## config.mk

```make
export PLATFORM = sky130hd
export DESIGN_NAME = fetch_unit
export DESIGN_NICKNAME = d
export VERILOG_FILES = /design/src/rtl/fetch_pkg.sv /design/src/rtl/pc_next.sv /design/src/rtl/fetch_unit.sv
export SDC_FILE = /design/constraint.sdc
export NUM_CORES = 1
export LEC_CHECK = 0
export BUFFER_PORTS_ARGS = -buffer_cell sky130_fd_sc_hd__buf_2
export CAP_MARGIN = 25
export CELL_PAD_IN_SITES_DETAIL_PLACEMENT = 0
export CELL_PAD_IN_SITES_GLOBAL_PLACEMENT = 1
export CORE_ASPECT_RATIO = 0.5
export CORE_MARGIN = 2
export CORE_UTILIZATION = 35
export DETAILED_ROUTE_END_ITERATION = 12
export HOLD_SLACK_MARGIN = 0.08
export PLACE_DENSITY_LB_ADDON = 0.1
export SLEW_MARGIN = 20
export SYNTH_ARGS = -nofsm -noshare
export SYNTH_HDL_FRONTEND = slang
export SYNTH_SLANG_ARGS = --single-unit
export TNS_END_PERCENT = 20
```

## constraint.sdc

```tcl
create_clock -name clk -period 3.9 [get_ports clk]
set_input_delay 0.975 -clock clk [delete_from_list [all_inputs] [get_ports clk]]
set_output_delay 0.975 -clock clk [all_outputs]
set_load 0.01 [all_outputs]
```

## src/rtl/fetch_pkg.sv

```systemverilog
// Shared types and constants for the instruction fetch unit.
package fetch_pkg;

    localparam int PC_W    = 8;
    localparam int INSTR_W = 8;
    localparam int OFF_W   = 4;

    localparam logic [INSTR_W-1:0] HALT_OPCODE = 8'hFF;

    typedef enum logic [2:0] {
        FETCH,
        WAIT,
        ISSUE,
        RESOLVE,
        HALT
    } state_t;

    function automatic logic [PC_W-1:0] sext_off(input logic [OFF_W-1:0] off);
        return {{(PC_W-OFF_W){off[OFF_W-1]}}, off};
    endfunction

endpackage

```

## src/rtl/pc_next.sv

```systemverilog
// Next-PC computation: branch target (signed offset) or sequential, wrapping mod 256.
module pc_next
    import fetch_pkg::*;
(
    input  logic [PC_W-1:0]  pc,
    input  logic             branch,
    input  logic [OFF_W-1:0] branch_off,
    output logic [PC_W-1:0]  next_pc
);

    always_comb begin
        next_pc = pc + (branch ? sext_off(branch_off) : PC_W'(1));
    end

endmodule

```

## src/rtl/fetch_unit.sv

```systemverilog
// Non-speculative fetch FSM: one instruction in flight, fetch -> issue -> resolve.
module fetch_unit
    import fetch_pkg::*;
(
    input  logic               clk,
    input  logic               rst_n,
    output logic               imem_req,
    output logic [PC_W-1:0]    imem_addr,
    input  logic               imem_valid,
    input  logic [INSTR_W-1:0] imem_data,
    output logic [INSTR_W-1:0] instr,
    output logic               instr_valid,
    input  logic               instr_ready,
    input  logic               resolve_valid,
    input  logic               branch,
    input  logic [OFF_W-1:0]   branch_off,
    output logic [PC_W-1:0]    pc,
    output logic               halted
);

    state_t          state, next_state;
    logic [PC_W-1:0] pc_n;

    pc_next u_pc_next (
        .pc         (pc),
        .branch     (branch),
        .branch_off (branch_off),
        .next_pc    (pc_n)
    );

    // FETCH entered from reset has imem_req low; it lingers one cycle to raise the strobe.
    always_comb begin
        next_state = state;
        case (state)
            FETCH:   if (imem_req) next_state = WAIT;
            WAIT:    if (imem_valid)
                         next_state = (imem_data == HALT_OPCODE) ? HALT : ISSUE;
            ISSUE:   if (instr_ready) next_state = RESOLVE;
            RESOLVE: if (resolve_valid) next_state = FETCH;
            HALT:    next_state = HALT;
            default: next_state = FETCH;
        endcase
    end

    always_ff @(posedge clk) begin
        if (!rst_n) begin
            state       <= FETCH;
            pc          <= '0;
            imem_addr   <= '0;
            instr       <= '0;
            instr_valid <= 1'b0;
            imem_req    <= 1'b0;
            halted      <= 1'b0;
        end else begin
            state       <= next_state;
            imem_req    <= (next_state == FETCH);
            instr_valid <= (next_state == ISSUE);
            halted      <= (next_state == HALT);
            if (state == WAIT && imem_valid) begin
                instr <= imem_data;
            end
            if (state == RESOLVE && resolve_valid) begin
                pc        <= pc_n;
                imem_addr <= pc_n;
            end
        end
    end

endmodule
```

# Yosys cells after proc, flatten, opt, wreduce, memory -nomap -nowiden
# Cells that the tools add are included.
[totals]
register_bits = 22
input_bits = 18
output_inout_bits = 27
word_cells = 25
[classes]
addsub = 1
eq_ne = 7
muxes = 7
n_reduce_logical = 4
[ops]
columns = ["operator", "n"]
rows = [
  ["$mux 3", 5],
  ["$pmux 3 s5", 1],
  ["$eq 3x2->1 const B", 3],
  ["$add 8x8->8", 1],
  ["$eq 8x8->1 const B", 1],
  ["$mux 8", 1],
  ["$eq 3x3->1 const B", 2],
  ["$logic_not 3->1", 2],
  ["$eq 3x1->1 const B", 1],
  ["$logic_and 1x1->1", 2],
]

# Logic depth before layout (Yosys ltp)
# Gate-level depths: netlist of run 1.
[depth]
depth_word = 5
depth_mapped = 8
mapped_depth_nobuf = 8

# Cells and area by module
# From an unflattened synthesis of run 1, not the netlist that was laid out.
[hier_totals]
cells_unflattened = 150
area_unflattened_um2 = 1251.2
[modules_own_cells]
columns = ["module", "instances", "cells_each", "area_each_um2", "seq_area_each_um2"]
rows = [
  ["fetch_unit", 1, 113, 970.9, 440.4],
  ["pc_next", 1, 37, 280.3, 0.0],
]

# Worst setup path before layout of run 1
# OpenSTA, ideal clock, no wires.
[synth_timing]
kind = "input to register"
startpoint = "in branch_off[0]"
endpoint = "reg pc[6]"
arrival_time_ps = 2438
required_ps = 3768
slack_ps = 1330
cell_stages = 8
cell_sequence = "nand2b_1 ha_1 fa_1 a211oi_1 o21bai_1 a21o_1 or4b_1 o311ai_1"
[synth_via]
elab_chain_len = 2
[synth_lines]
columns = ["item", "line_no", "rtl"]
rows = [
  ["from (decl)", "fetch_unit.sv:16", "input logic [OFF_W-1:0] branch_off,"],
  ["$mux 8", "pc_next.sv:12", "next_pc = pc + (branch ? sext_off(branch_off) : PC_W'(1));"],
  ["$add 8x8->8", "pc_next.sv:12", ""],
  ["to (signal assigned)", "fetch_unit.sv:63", "pc <= pc_n;"],
  ["to (decl)", "fetch_unit.sv:17", "output logic [PC_W-1:0] pc,"],
]
# Every way passes these cells.
# A chain may end at the register's enable or synchronous reset.

# Worst setup path in the final report of run 1
# Same ends and word-level chain as after synthesis.

==> results.cfg, run 1 <==
[die]
fp.dieH_um = 44.9
start_util_pct = 37.7
die_x_um = 85.8
core_area_um2 = 3100
num_rows = 14
io_pins = 45
die_area_um2 = 3850

[critical_path]
rrSetupSlack_ns = 1.95
worstSetupEndpointType = flip-flop
cp_data_required_time_ns = 4.04
crit_path_start_kind = primary input
reg2reg_to = pc[6]
path_max_fanout = 3
r2r_cells = 7
crit_type = in -> reg
worstReg2RegStart = pc[0]
arrival_ns = 2.65

[route]
post-route-drc-count = 3
dr.pass1.iters = 8
dr_total_vias = 1021
via_per_inst = 4.84
wl_per_cell_um = 11.8
ant_nets = 0
wl_mm = 2.49
drt_iter0_drc = 32

[placement]
io_buffers = 44
hpwl_mm = 1.83
place_congestion = 0.820
dp_slack_ns = 1.12
dpl-instance-area_um2 = 1360

[timing]
tightest_slew_ns = 0.665
skew_ns = 0.00196
grt_setup_unrepaired = no
tns_ns = 0
period_minus_slack_ns = 2.51
maxSlewViolCount = 0
relSlewSlack_pct = 55.5
max_freq_ghz = 0.398
setup_slack_ns = 1.39
hold_viol = 0
setup_violations = 0
post-route-period-util_pct = 64.4

[clock_network]
cts_made_buffers = 3
cts_hold_buf = 0
clock_latency_ns = 0.27
post-cts-setup-buffers = 0
cts.repair.resized = 0
numClockSinks = 22
cts_tree = done
cts_max_path_buffers = 2
clkTransAtPathRegs_ns = 0.09
h-tree-depth = 1
clockRootBuffer = clkbuf_8

[yosys]
async_flop_share_pct = 0
yosys-top-cells-count = dfxtp_1 (22), nand2_1 (19), a21oi_1 (13)
syn_inst = 135
synth-edff-count = 0
synth_most_common_cell = dfxtp_1
synth_top_area_cell = dfxtp_1
avgSynthCellArea_um2 = 8.67
synth_area_um2 = 1170
yosys_warnings = 0
synth_top_area_share_pct = 37.6
synth_cell_types = 35
yosys_register_bits = 22
syn_nets = 161
synth_area_leaders = dfxtp_1 (38%), ha_1 (7.5%), nand2_1 (6.1%)
synth_ff_type = dfxtp_1
yosysSeqAreaShare_pct = 37.6

[power_and_ir_drop]
p_sw_mw = 0.142
clkPwrFrac_pct = 39.4
p_seq_share_pct = 45.1
p_leak_nw = 0.732
p_per_area_nw_per_um2 = 389
intPower_mw = 0.416
comb_power_share_pct = 15.6
swShare_pct = 25.5
vdd_drop_max_mv = 0.116

[cells_and_area]
drive_above_1_share_pct = 30.4
fin_area_um2 = 1430
area_growth_pct = 22.6
fin_nets = 198
diodes = 0

[min_path]
hold_depth = 2
holdCritPathClass = reg -> reg
hold_end = instr[3]
worstHoldStart = instr[3]

[grt]
antenna_found_initial = 0
grt.total_usage_pct = 13.6
grt-ovfl-total = 0
grt_pass1_vias = 868
grt_pass1_wl_mm = 4.00
grt_start_max_net_pins = 19

[run]
maxCapViolations = 0

[outcome]
status = finished with violations
violations = DRC
-- stage by stage --
step / std cells / power (mW) / utilization, % / hold slack [ns]
6_report: 211 / 0.558 / 46.2 / 0.454
5_1_grt: 211 / 0.589 / 46.2 / 0.469
4_1_cts: 211 / 0.566 / 46.2 / 0.458
3_5_place_dp: 207 / 0.344 / 43.9 / 0.445
3_3_place_gp: 207 / 0.344 / 43.9 / 0.440
2_1_floorplan: 135 / 0.313 / - / 0.444
-- state kept, by name, summed over array words and instances (netlist names) --
register and cells:
instr_valid 1, imem_req 1, halted 1, pc 8, state 3, instr 8
-- worst max-delay path, stage by stage --
cell      delay, ns
buf_2          0.09
nand2b_1       0.13
ha_1           0.22
fa_1           0.44
a211oi_1       0.27
o21bai_1       0.11
a21o_1         0.19
or4b_1         0.16
o311ai_1       0.08
-- kinds of logic after synthesis --
group           count (synthesis)  share of synthesized area (%)
compound gates                 30                           16.6
xor+xnor                        4                           3.00
fa+ha+maj                       8                           9.20
buf+inv                        15                           7.59
flops                          22                           37.6
mux                             7                           5.99
simple gates                   49                           20.0
-- final cells by class --
class / instances / area (µm²)
Clock buffer: 3 / 41.3
Fill cell: 317 / 1670
Tap cell: 40 / 50.0
Inverter: 3 / 11.3
Sequential cell: 22 / 440
Timing Repair Buffer: 44 / 220
Clock inverter: 1 / 30.0
Multi-Input combinational cell: 98 / 641
-- power groups by stage --
stage,clock network (mW),registers [mW],logic (mW)
after floorplan,0,0.258,0.0545
after global placement,0,0.257,0.0877
after detailed placement,0,0.257,0.0878
after CTS,0.227,0.251,0.0880
after global routing,0.236,0.254,0.0996
final,0.220,0.252,0.0870
-- how the worst max path moves through the flow --
stage,from,endpoint,slack [ns],cells after the start
after global routing,branch_off[0],pc[6],1.27,9
after detailed placement,branch_off[0],pc[6],1.12,9
after floorplan,branch_off[0],pc[6],1.33,8
final,branch_off[0],pc[6],1.39,9
after CTS,branch_off[0],pc[6],1.39,9
after global placement,branch_off[0],pc[6],1.15,9
-- layout by cell type, fill, tap and decap left out, types with 2 or more instances in the layout --
cell and instances:
dfxtp_1 22, a211oi_1 2, nand2b_1 2, nand4_1 3, or2_2 2, clkbuf_8 3, buf_2 44, ha_1 7
nor2_1 9, inv_1 2, a21oi_1 13, xnor2_1 3, nor2b_1 3, o211ai_1 2, o21ai_0 2, mux2i_1 7
a21o_1 3, nand2_1 19, nor3_1 3, nand3_1 2, and2_1 4
-- per-layer routing --
metal	vias to the layer above	part of all wire [%]	global-route usage [%]
met1	456	52	17.7
li1	534	-	-
met5	-	0	0
met3	2	7.5	5.48
met2	29	40	21.6
met4	0	0.32	2.86
No activity file was read; power rests on OpenSTA's default activity.
==> run 2: changes to the inputs <==
--- a/config.mk
+++ b/config.mk
@@ -11,7 +11,7 @@
 export CELL_PAD_IN_SITES_GLOBAL_PLACEMENT = 1
 export CORE_ASPECT_RATIO = 0.5
 export CORE_MARGIN = 2
-export CORE_UTILIZATION = 35
+export CORE_UTILIZATION = 31
 export DETAILED_ROUTE_END_ITERATION = 12
 export HOLD_SLACK_MARGIN = 0.08
 export PLACE_DENSITY_LB_ADDON = 0.1
==> constraint.sdc (replaced) <==
create_clock -name clk -period 2.3 [get_ports clk]
set_input_delay 0.575 -clock clk [delete_from_list [all_inputs] [get_ports clk]]
set_output_delay 0.575 -clock clk [all_outputs]
set_load 0.01 [all_outputs]
==> run 2 against run 1 <==
  * The flow now finishes without violations
  * Total power rose by 68%
  * Sequential power rose by 69%
  * Largest cell class unchanged
  * Routed wire length rose by 0.32%
  * Combinational power rose by 75%
  * Sequential share of layout area fell by 1.4 points
  * Worst setup slack got worse by 1.1 ns
  * Flip-flop and latch count did not move
  * Non-clock buffer count rose by 7
  * Highest routed layer is now met3
  * Design area rose by 4.6%
==> results.cfg, run 2 (synthesis results as in run 1) <==
[placement]
place_inst = 225
io_buffers = 44
hpwl_mm = 1.96
place_congestion = 0.730

[clock_network]
h-tree-depth = 1
cts_tree = done
cts.repair.resized = 0
cts_hold_buf = 0
clock_latency_ns = 0.26
clkTransAtPathRegs_ns = 0.08
cts_max_path_buffers = 2
cts_made_buffers = 3
numClockSinks = 22
post-cts-setup-buffers = 0
clockRootBuffer = clkbuf_8

[min_path]
holdCritPathClass = reg -> reg
worstHoldStart = instr[2]

[timing]
grt_setup_unrepaired = no
maxSlewViolCount = 0
tns_ns = 0
relSlewSlack_pct = 73.8
max_freq_ghz = 0.489
period_minus_slack_ns = 2.04
tightest_slew_ns = 0.392
skew_ns = 0.000703
setup_violations = 0
hold_slack_ns = 0.453
post-route-period-util_pct = 88.8
hold_viol = 0

[cells_and_area]
stdcell_count = 229
final_common_cell = buf_2
fin_nets = 205
post-route-util_pct = 42.5
diodes = 0
reg_top3 = instr x8, pc x8, state x3
drive_above_1_share_pct = 33.1
layout_common_cells = buf_2 (44), dfxtp_1 (22), nand2_1 (19), a21oi_1 (13), nor2_1 (9)
area_growth_pct = 28.2

[grt]
grt_start_max_net_pins = 18
grt_pass1_wl_mm = 3.86
grt.total_usage_pct = 11.7
grt-ovfl-total = 0
grt_pass1_vias = 856
antenna_found_initial = 0

[route]
via_per_inst = 4.62
post-route-drc-count = 0
wl_per_cell_um = 10.9
drt_iter0_drc = 13
dr_total_vias = 1057
ant_nets = 0
wl_mm = 2.50
dr.pass1.iters = 4

[outcome]
status = completed

[power_and_ir_drop]
vdd_drop_max_mv = 0.206
p_leak_nw = 0.768
swShare_pct = 24.5
p_sw_mw = 0.231
p_per_area_nw_per_um2 = 626
p_seq_share_pct = 45.3
clkPwrFrac_pct = 38.5
intPower_mw = 0.709
comb_power_share_pct = 16.2

[critical_path]
cp_data_required_time_ns = 2.44
cp_top_family = compound AO/OA/AOI/OAI gates
crit_path_start_kind = primary input
crit_type = in -> reg
worst_path_largest_cell_delay_ns = 0.40
critPathLaunch = branch_off[0]
crit_path_cell_trace = buf_2, nand2b_1, ha_1, fa_1, a211oi_1, o21bai_1, a21o_1, or4b_1, o311ai_1
worstSetupEndpointType = flip-flop
path_max_fanout = 2
worstPathBufferInverterCount = 1
arrival_ns = 2.18
cp_slowest_cell = fa_1
worstReg2RegStart = pc[0]

[die]
num_rows = 15
fp.dieH_um = 47.4
io_pins = 45
core_area_um2 = 3530
start_util_pct = 33.2
die_x_um = 90.9
die_area_um2 = 4310

[run]
maxCapViolations = 0
-- run 2: changes by cell type in the layout (fill, tap and decap cells not counted) --
cell / change
buf_4: +7
-- run 2: power groups by stage --
stage	sequential (mW)	clock (mW)	combinational [mW]
5_1_grt	0.430	0.399	0.173
3_5_place_dp	0.434	0	0.153
3_3_place_gp	0.435	0	0.154
6_report	0.425	0.362	0.152
2_1_floorplan	0.438	0	0.0925
4_1_cts	0.425	0.378	0.154
-- run 2: metal layers --
metal	share of wire (%)	wire (µm)	up-vias	global-route usage, %
li1	-	-	549	-
met1	53	1320	480	16.0
met2	40	1010	28	17.9
met3	6.8	169	0	5.20
met4	0	0	0	0.909
met5	0	0	-	0
-- run 2: tightest hold or removal path: stages (launching register included) --
cell and delay [ns]:
dfxtp_1 0.31, nand2_1 0.05, a21oi_1 0.05
-- run 2: worst paths after layout --
check,to,slack (ns),cells past startpoint
worst max-delay path,pc[6],0.26,9
worst min-delay path,instr[2],0.45,2
worst max register to register,pc[6],0.43,7
worst min register to register,instr[2],0.45,2
-- run 2: final cells by class --
type,instances,area (µm²)
flip-flops and latches,22,440
fillers,391,2030
clock buffers,3,41.3
clock inverters,1,30.0
inverters,3,11.3
multi-input cells,98,641
well taps,51,63.8
repair buffers,51,273
-- run 2: through the flow --
stage          power [mW]  area, µm²  setup slack [ns]
3_5_place_dp        0.588       1430           -0.0256
2_1_floorplan       0.531       1170             0.130
3_3_place_gp        0.589       1430           -0.0149
5_1_grt              1.00       1500             0.131
4_1_cts             0.958       1500             0.257
6_report            0.939       1500             0.257
==> run 3: changes to the inputs <==
--- a/config.mk
+++ b/config.mk
@@ -18,5 +18,6 @@
 export SLEW_MARGIN = 20
 export SYNTH_ARGS = -nofsm -noshare
 export SYNTH_HDL_FRONTEND = slang
+export SYNTH_HIERARCHICAL = 1
 export SYNTH_SLANG_ARGS = --single-unit
 export TNS_END_PERCENT = 20
==> run 3 against run 2 <==
  * Via count increased by 2.1%
  * Core utilization decreased by 3.3 points
  * Worst hold slack got worse by 0.0023 ns
  * Critical path depth increased by 2
  * Critical path type unchanged
  * Highest routed layer is now met4
==> results.cfg, run 3 <==
[outcome]
status = completed

[clock_network]
post-cts-setup-buffers = 0
cts_hold_buf = 0
cts_max_path_buffers = 2
clock_latency_ns = 0.26
cts.repair.resized = 0
cts_tree = done
clockRootBuffer = clkbuf_8
cts_made_buffers = 3
clkTransAtPathRegs_ns = 0.08
h-tree-depth = 1
numClockSinks = 22

[yosys]
yosys_warnings = 6
synth_top_area_share_pct = 35.2
synth-edff-count = 0
synth_area_leaders = dfxtp_1 (35%), nand2_1 (10%), a21boi_1 (9.6%)
synth_cell_types = 42
synth_most_common_cell = nand2_1
yosys-top-cells-count = nand2_1 (34), dfxtp_1 (22), a21boi_1 (16)
synth_area_um2 = 1250
async_flop_share_pct = 0
yosys_register_bits = 22
syn_nets = 172
synth_top_area_cell = dfxtp_1
synth_ff_type = dfxtp_1
syn_inst = 150
avgSynthCellArea_um2 = 8.34
yosysSeqAreaShare_pct = 35.2

[placement]
place_congestion = 0.729
io_buffers = 44
dpl-instance-area_um2 = 1470
hpwl_mm = 2.05

[cells_and_area]
drive_above_1_share_pct = 34.2
reg_top3 = instr x8, pc x8, state x3
diodes = 0
fin_nets = 210
fin_area_um2 = 1520
final_common_cell = buf_2
layout_common_cells = buf_2 (44), nand2_1 (34), dfxtp_1 (22), a21boi_1 (16), nor2_1 (6)
area_growth_pct = 21.7

[die]
die_area_um2 = 4590
fp.dieH_um = 48.9
io_pins = 45
num_rows = 16
core_area_um2 = 3880
start_util_pct = 32.2
die_x_um = 93.8

[critical_path]
cp_slowest_cell = mux2i_1
crit_type = in -> reg
worstPathBufferInverterCount = 3
reg2reg_to = pc[7]
worstSetupEndpointType = flip-flop
cp_data_required_time_ns = 2.49
arrival_ns = 2.24
worst_path_largest_cell_delay_ns = 0.27
crit_path_start_kind = primary input
cp_top_family = adder cells
crit_path_cell_trace = buf_2, or2b_1, ha_1, inv_1, fa_1, inv_1, a21oi_1, mux2i_1, xor2_1, nand2_1, a21boi_1
cpMostUsedCell = inv_1
worstReg2RegStart = pc[1]
r2r_cells = 8
rrSetupSlack_ns = 0.50
path_max_fanout = 3
critPathLaunch = branch

[min_path]
worstHoldStart = instr[6]
hold_depth = 2
holdCritPathClass = reg -> reg
hold_end = instr[6]

[route]
dr_total_vias = 1079
via_per_inst = 4.48
wl_per_cell_um = 11.5
wl_mm = 2.77
dr.pass1.iters = 4
drt_iter0_drc = 14
post-route-drc-count = 0
ant_nets = 0

[grt]
grt_pass1_wl_mm = 4.51
antenna_found_initial = 0
grt_start_max_net_pins = 21
grt_pass1_vias = 937
grt.total_usage_pct = 12.3
grt-ovfl-total = 0

[timing]
period_minus_slack_ns = 2.05
grt_setup_unrepaired = no
hold_viol = 0
tightest_slew_ns = 0.350
skew_ns = 0.00568
post-route-period-util_pct = 89.1
max_freq_ghz = 0.488
tns_ns = 0
hold_slack_ns = 0.451
relSlewSlack_pct = 76.7
setup_violations = 0
maxSlewViolCount = 0

[power_and_ir_drop]
power_mw = 1.04
p_per_area_nw_per_um2 = 681
vdd_drop_max_mv = 0.269
p_leak_nw = 0.730

[run]
maxCapViolations = 0
[run 3: cell type report]
class,instances,area [µm²]
Sequential cell,22,440
Fill cell,448,2360
Tap cell,54,67.6
Multi-Input combinational cell,109,698
Timing Repair Buffer,47,243
Inverter,5,18.8
Clock buffer,4,55.1
[run 3: stage by stage]
step           setup slack [ns]  utilization [%]  std cells
6_report                  0.251             39.2        241
5_1_grt                   0.127             39.2        241
4_1_cts                   0.250             39.2        241
3_5_place_dp            -0.0192             37.8        237
3_3_place_gp             0.0312             37.8        237
2_1_floorplan             0.212                -        150
[run 3: per-layer routing]
layer  share of wire, %  track usage (%)  wire length, µm
met1                 53             18.1             1480
met2                 38             17.9             1060
met5                  0                0                0
met3                7.7             4.17              212
met4               0.47             1.45               13
[run 3: tightest hold or removal path: stages (launching register included)]
cell	delay, ns
dfxtp_1	0.31
nand2_1	0.05
a21boi_1	0.05
[run 3: kinds of logic after synthesis]
logic type	Yosys count	share of synthesized area, %
multiplexers	4	3.20
flip-flops	22	35.2
adder cells (fa/ha/maj)	4	4.60
buffers and inverters	19	9.00
AND/OR/NAND/NOR	66	26.7
XOR/XNOR	6	4.20
AO/OA/AOI/OAI	29	17.1
[run 3: how the worst max path moves through the flow]
stage,end,slack (ns),depth (start not counted)
CTS,pc[6],0.25,11
global placement,pc[4],0.03,11
detailed placement,pc[6],-0.02,11
global route,pc[6],0.13,11
finish,pc[6],0.25,11
floorplan,pc[6],0.21,10
[run 3: report_power, final]
part | total, mW | switching (mW) | internal, mW
Clock | 0.279 | 0.126 | 0.153
Combinational | 0.287 | 0.156 | 0.131
Sequential | 0.471 | 0.0427 | 0.429
Total | 1.04 | 0.325 | 0.712
